$ cat config.mk
export PLATFORM = sky130hd
export DESIGN_NAME = rr_mux_arbiter_flat
export DESIGN_NICKNAME = d
export VERILOG_FILES = /design/src/rtl/rr_mux_arbiter_if.sv /design/src/rtl/rr_mux_arbiter.sv /design/src/flat_wrapper.sv
export SDC_FILE = /design/constraint.sdc
export NUM_CORES = 1
export LEC_CHECK = 0
export ABC_AREA = 1
export BUFFER_PORTS_ARGS = -buffer_cell sky130_fd_sc_hd__buf_2
export CAP_MARGIN = 20
export CORE_ASPECT_RATIO = 0.9
export CORE_UTILIZATION = 45
export DETAILED_ROUTE_END_ITERATION = 6
export PLACE_DENSITY = 0.67
export SYNTH_ARGS = -nofsm -noshare
export SYNTH_HDL_FRONTEND = slang
export SYNTH_SLANG_ARGS = --single-unit
$ cat constraint.sdc
create_clock -name clk -period 3.7 [get_ports clk]
set_input_delay 0.37 -clock clk [delete_from_list [all_inputs] [get_ports clk]]
set_output_delay 0.37 -clock clk [all_outputs]
set_load 0.01 [all_outputs]
$ cat src/rtl/rr_mux_arbiter_if.sv
// Request/grant bundle between the requesting engines and rr_mux_arbiter.
// master = requester side, slave = arbiter side.
interface rr_mux_arbiter_if #(
   parameter int N     = 4,
   parameter int SEL_W = 2
);
   logic [N-1:0]     req;
   logic [N-1:0]     gnt;
   logic [SEL_W-1:0] sel;
   logic             busy;
   logic             tmo;

   modport master (output req, input gnt, input sel, input busy, input tmo);
   modport slave  (input req, output gnt, output sel, output busy, output tmo);
endinterface

$ cat src/rtl/rr_mux_arbiter.sv
// Round-robin owner arbiter driving the select bus of a shared mux tree.
// Optional forced release after MAX_HOLD cycles under contention: define ARB_TIMEOUT_EN.
module rr_mux_arbiter #(
   parameter int N        = 4,
   parameter int SEL_W    = 2,
   parameter int MAX_HOLD = 8
) (
   input logic           clk,
   input logic           rst_n,
   rr_mux_arbiter_if.slave arb
);

   typedef enum logic [1:0] {IDLE, GRANT, TURN} state_t;

   localparam logic [SEL_W-1:0] LAST_INIT = SEL_W'(N - 1);

   if (SEL_W != $clog2(N) || N < 2 || N > 16 || MAX_HOLD < 2) begin : g_bad_param
      $error("rr_mux_arbiter: inconsistent N/SEL_W/MAX_HOLD");
   end

   state_t           state_q, state_d;
   logic [N-1:0]     gnt_q, gnt_d;
   logic [SEL_W-1:0] sel_q, sel_d;
   logic [SEL_W-1:0] last_q, last_d;
   logic             busy_q, busy_d;

   logic [SEL_W-1:0] cand;
   logic [SEL_W-1:0] win_idx;
   logic             win_found;

`ifdef ARB_TIMEOUT_EN
   localparam int CNT_W = (MAX_HOLD > 1) ? $clog2(MAX_HOLD) : 1;
   localparam logic [CNT_W-1:0] CNT_MAX = CNT_W'(MAX_HOLD - 1);

   logic [CNT_W-1:0] cnt_q, cnt_d;
   logic             tmo_q, tmo_d;
   logic             others_req;

   assign others_req = |(arb.req & ~gnt_q);
`endif

   // Scan starts just after the previous owner so every requester gets its turn.
   always_comb begin
      win_found = 1'b0;
      win_idx   = '0;
      cand      = '0;
      for (int i = 1; i <= N; i++) begin
         cand = SEL_W'((int'(last_q) + i) % N);
         if (!win_found && arb.req[cand]) begin
            win_found = 1'b1;
            win_idx   = cand;
         end
      end
   end

   always_comb begin
      state_d = state_q;
      gnt_d   = gnt_q;
      sel_d   = sel_q;
      last_d  = last_q;
      busy_d  = busy_q;
`ifdef ARB_TIMEOUT_EN
      cnt_d   = cnt_q;
      tmo_d   = 1'b0;
`endif
      case (state_q)
         IDLE: begin
            if (win_found) begin
               gnt_d          = '0;
               gnt_d[win_idx] = 1'b1;
               sel_d          = win_idx;
               last_d         = win_idx;
               busy_d         = 1'b1;
               state_d        = GRANT;
`ifdef ARB_TIMEOUT_EN
               cnt_d          = '0;
`endif
            end
         end
         GRANT: begin
            if (!arb.req[sel_q]) begin
               gnt_d   = '0;
               busy_d  = 1'b0;
               state_d = TURN;
            end
`ifdef ARB_TIMEOUT_EN
            else if (cnt_q == CNT_MAX && others_req) begin
               gnt_d   = '0;
               busy_d  = 1'b0;
               tmo_d   = 1'b1;
               state_d = TURN;
            end else if (cnt_q != CNT_MAX) begin
               cnt_d = cnt_q + 1'b1;
            end
`endif
         end
         // Dead cycle: sel keeps pointing at the old owner while the mux settles.
         TURN: begin
            state_d = IDLE;
         end
         default: begin
            state_d = IDLE;
            gnt_d   = '0;
            busy_d  = 1'b0;
         end
      endcase
   end

   always_ff @(posedge clk or negedge rst_n) begin
      if (!rst_n) begin
         state_q <= IDLE;
         gnt_q   <= '0;
         sel_q   <= '0;
         last_q  <= LAST_INIT;
         busy_q  <= 1'b0;
      end else begin
         state_q <= state_d;
         gnt_q   <= gnt_d;
         sel_q   <= sel_d;
         last_q  <= last_d;
         busy_q  <= busy_d;
      end
   end

`ifdef ARB_TIMEOUT_EN
   always_ff @(posedge clk or negedge rst_n) begin
      if (!rst_n) begin
         cnt_q <= '0;
         tmo_q <= 1'b0;
      end else begin
         cnt_q <= cnt_d;
         tmo_q <= tmo_d;
      end
   end

   assign arb.tmo = tmo_q;
`else
   assign arb.tmo = 1'b0;
`endif

   assign arb.gnt  = gnt_q;
   assign arb.sel  = sel_q;
   assign arb.busy = busy_q;

endmodule
$ cat src/flat_wrapper.sv
// flat-port wrapper written by rule: the top's interface ports become plain ports
module rr_mux_arbiter_flat 
#(
   parameter int N        = 4,
   parameter int SEL_W    = 2,
   parameter int MAX_HOLD = 8
)
  (clk, rst_n, arb_req, arb_gnt, arb_sel, arb_busy, arb_tmo);
  rr_mux_arbiter_if #(.N(N), .SEL_W(SEL_W)) arb_i ();
  input logic clk;
  input logic rst_n;
  input wire logic [$bits(arb_i.req)-1:0] arb_req;
  output wire logic [$bits(arb_i.gnt)-1:0] arb_gnt;
  output wire logic [$bits(arb_i.sel)-1:0] arb_sel;
  output wire logic [$bits(arb_i.busy)-1:0] arb_busy;
  output wire logic [$bits(arb_i.tmo)-1:0] arb_tmo;
  assign arb_i.req = arb_req;
  assign arb_gnt = arb_i.gnt;
  assign arb_sel = arb_i.sel;
  assign arb_busy = arb_i.busy;
  assign arb_tmo = arb_i.tmo;
  rr_mux_arbiter #(.N(N), .SEL_W(SEL_W), .MAX_HOLD(MAX_HOLD)) u_core (.clk(clk), .rst_n(rst_n), .arb(arb_i));
endmodule
==> summary.md <==
| Metric | Value |
|---|---|
| Status | completed |
| Sequential Power Share | 0.274 |
| Global-route track usage on met2 | 0.279 |
| Gr usage total | 0.186 |
| Clk slew on worst S/H paths | 70 ps |
| Initial antenna violation count | 0 |
| Final period utilization | 0.488 |
| Post-route cell area | 856 sq um |
| RSZ-0062 raised after global routing | false |
| Commonest non-fill, non-tap cell in the layout | nand2_1 |
| Flop and latch count out of synthesis | 11 |
| Largest net degree at the start of global routing | 13 |
| Syn Area/Cell | 6.74 sq um |
| Final GP Congestion | 0.861 |
| # clock sinks | 11 |
| TNS Setup | 0 ps |
| Layout Skew | 3.59 ps |
| Worst-path maximum fanout | 12 |
| Critical path class | reg2reg |
| Layout cell share with drive strength beyond 1 | 0.236 |
| Fin. Hold Viols | 0 |
| WL per Instance | 9.84 um |
| Ys Warns | 0 |
| Critical Path RT | 3860 ps |
| Vias per cell | 4.74 |
| Layout Cells excl Fill | 149 |
| Filler Cell Count | 143 |
| Yosys cell types | 21 |
| Vias in the first global route | 542 |
| CP arrival | 1960 ps |
| Cell Area, Placed | 820 sq um |
| Die area | 0.00186 sq mm |
| Detailed-route DRC error count | 0 |
| Global-route wire length before repair | 2350 um |
| Syn-to-layout area delta | 12.3% |
| Final setup violation count | 0 |
| Pins over their slew limit | 0 |
| Clk buf depth | 2 |
| Die width | 45.4 um |
| Core Area | 0.00151 sq mm |
| Max Cap Viol | 0 |
| Pwr/cell area | 1020 mW/mm^2 |
| Inst Count DP | 144 |
| Port bufs | 12 |
| Comb pwr share | 0.633 |
| Cells after Synth | 113 |
| Slowest-stage cell, CP | dfstp_2 |
| Leak | 0.499 nW |
| Clk Latency, worst-skew pair | 270 ps |
| Root Buffer | clkbuf_4 |
| Peak supply drop | 0.000548 V |
| Initial Utilization | 0.504 |
| Iter 0 DRT Violations | 13 |
| Cell internal pwr | 0.413 mW |
| Placement Rows | 13 |
| DP Wirelength | 1180 um |
| Top Family by Delay on Critical Path | simple AND/OR/NAND/NOR gates |
| Post-Route WL | 1470 um |
| Via count | 706 |
| Die Y | 41.0 um |
| CTS Buf Count | 3 |
| Most frequent cells in the layout | 42 x nand2_1, 12 x inv_1, 12 x buf_2 |
| GRT overflow | 0 |
| CTS tree | done |
| Syn nets | 119 |
| Boundary Pins | 14 |
| CP endpoint kind | flip-flop |
| Nets@finish | 134 |
| P_sw | 0.456 mW |
| Fmax | 554 MHz |
| Final ANT Viol Nets | 0 |
| Busiest grt layer | met2 |
| Met3 usage | 0.0661 |
| CP Buf/Inv Count | 2 |
| Startpoint class of the critical path | flip-flop |
| Max stage delay on crit path | 640 ps |
| Switching Share | 0.525 |
| Drt first pass iters | 4 |
| H-tree depth | 1 |
| Minimum clock period | 1800 ps |
| GR Util met1 | 0.255 |
| Total power draw | 0.869 mW |
| CP dominant cell by count | nand2_1 |
| Cell Area, Synth | 762 sq um |
| Antenna cell count | 0 |
| Clock power frac | 0.092 |
| Hold/Removal Path Class | reg2reg |
| Register area share after synthesis | 0.365 |
| Critical-path cell list | inv_4 > nand2_1 > nand2_1 > nand2_1 > nand2_4 > nor2_4 > nand3_2 > nand2_2 > inv_1 > nand2_1 > o21ai_1 |
==> cell families after synthesis <==
logic type / synth area share
simple gates: 0.452
buf+inv: 0.117
flops: 0.365
compound gates: 0.0624
other cells: 0.00492
==> final cells by class <==
type                    instances  area [sq um]  share of cell area
inverters                      15          58.8              0.0687
multi-input cells              84           395               0.462
well taps                      22          27.5              0.0322
clock buffers                   4          26.3              0.0307
repair buffers                 13          70.1              0.0819
flip-flops and latches         11           278               0.325
==> stage by stage <==
stage | hold WS [ps] | setup WS, ps | utilization
after floorplan | 74.4 | 2200 | -
after global placement | 246 | 1960 | 0.542
after detailed placement | 244 | 1920 | 0.542
after CTS | 456 | 1900 | 0.566
after global routing | 470 | 1700 | 0.566
final | 464 | 1900 | 0.566
==> sequential cells by signal, summed over array words and instances, names as in the netlist <==
signal and cells:
u_core.arb.busy 1, u_core.last_q 2, u_core.arb.gnt 4, u_core.arb.sel 2
u_core.state_q 2
==> worst reg2reg max path, cell delays in order (launching register included) <==
cell	delay, ps
dfstp_2	640
inv_4	80
nand2_1	60
nand2_1	80
nand2_1	120
nand2_4	70
nor2_4	90
nand3_2	70
nand2_2	180
inv_1	120
nand2_1	100
o21ai_1	70
==> path summary, 6_finish.rpt <==
kind,cells after the start,slack (ps),from,end
min,1,460,u_core.state_q[1]$_DFFE_PN0P_,u_core.state_q[1]$_DFFE_PN0P_
min reg2reg,1,460,u_core.state_q[1]$_DFFE_PN0P_,u_core.state_q[1]$_DFFE_PN0P_
max,11,1900,u_core.last_q[0]$_DFFE_PN1P_,u_core.arb.sel[1]$_DFFE_PN0P_
max in group asynchronous,2,2950,rst_n,u_core.last_q[0]$_DFFE_PN1P_
min in group asynchronous,2,490,rst_n,u_core.arb.sel[1]$_DFFE_PN0P_
max reg2reg,11,1900,u_core.last_q[0]$_DFFE_PN1P_,u_core.arb.sel[1]$_DFFE_PN0P_
==> timing repair <==
| action | in CTS | in global routing |
|---|---|---|
| hold buffers | 1 | 0 |
| setup buffers | 0 | 0 |
| gates resized for setup | 0 | 0 |
| endpoints found under the hold margin | 9 | 0 |
==> layer usage <==
layer | part of all wire | up-vias
li1 | - | 377
met1 | 0.57 | 309
met2 | 0.38 | 17
met3 | 0.045 | 3
met4 | 0.0082 | 0
met5 | 0 | -
==> power groups by stage <==
stage,sequential [mW],combinational [mW],clock [mW]
after floorplan,0.231,0.469,0
after global placement,0.239,0.546,0
after detailed placement,0.240,0.550,0
after CTS,0.238,0.555,0.0834
after global routing,0.246,0.633,0.0901
final,0.238,0.550,0.0803
==> synth_stat cells <==
| cell type | instances | share of area |
|---|---|---|
| nor2_1 | 9 | 0.044 |
| nand3_1 | 11 | 0.072 |
| o22ai_1 | 1 | 0.0082 |
| o21ai_1 | 4 | 0.026 |
| dfrtp_1 | 9 | 0.30 |
| dfstp_2 | 2 | 0.069 |
| buf_6 | 2 | 0.030 |
| inv_2 | 2 | 0.0099 |
| nand2_1 | 42 | 0.21 |
| conb_1 | 1 | 0.0049 |
| buf_4 | 1 | 0.0099 |
| inv_1 | 12 | 0.059 |
| o21ai_0 | 3 | 0.020 |
| nand2_4 | 3 | 0.044 |
| nand4_1 | 1 | 0.0082 |
| a31oi_1 | 1 | 0.0082 |
| nand2_2 | 5 | 0.041 |
| nor3_1 | 1 | 0.0066 |
| nand3_2 | 1 | 0.013 |
| inv_4 | 1 | 0.0082 |
| nor2_4 | 1 | 0.015 |
No activity file was read; power rests on OpenSTA's default activity.
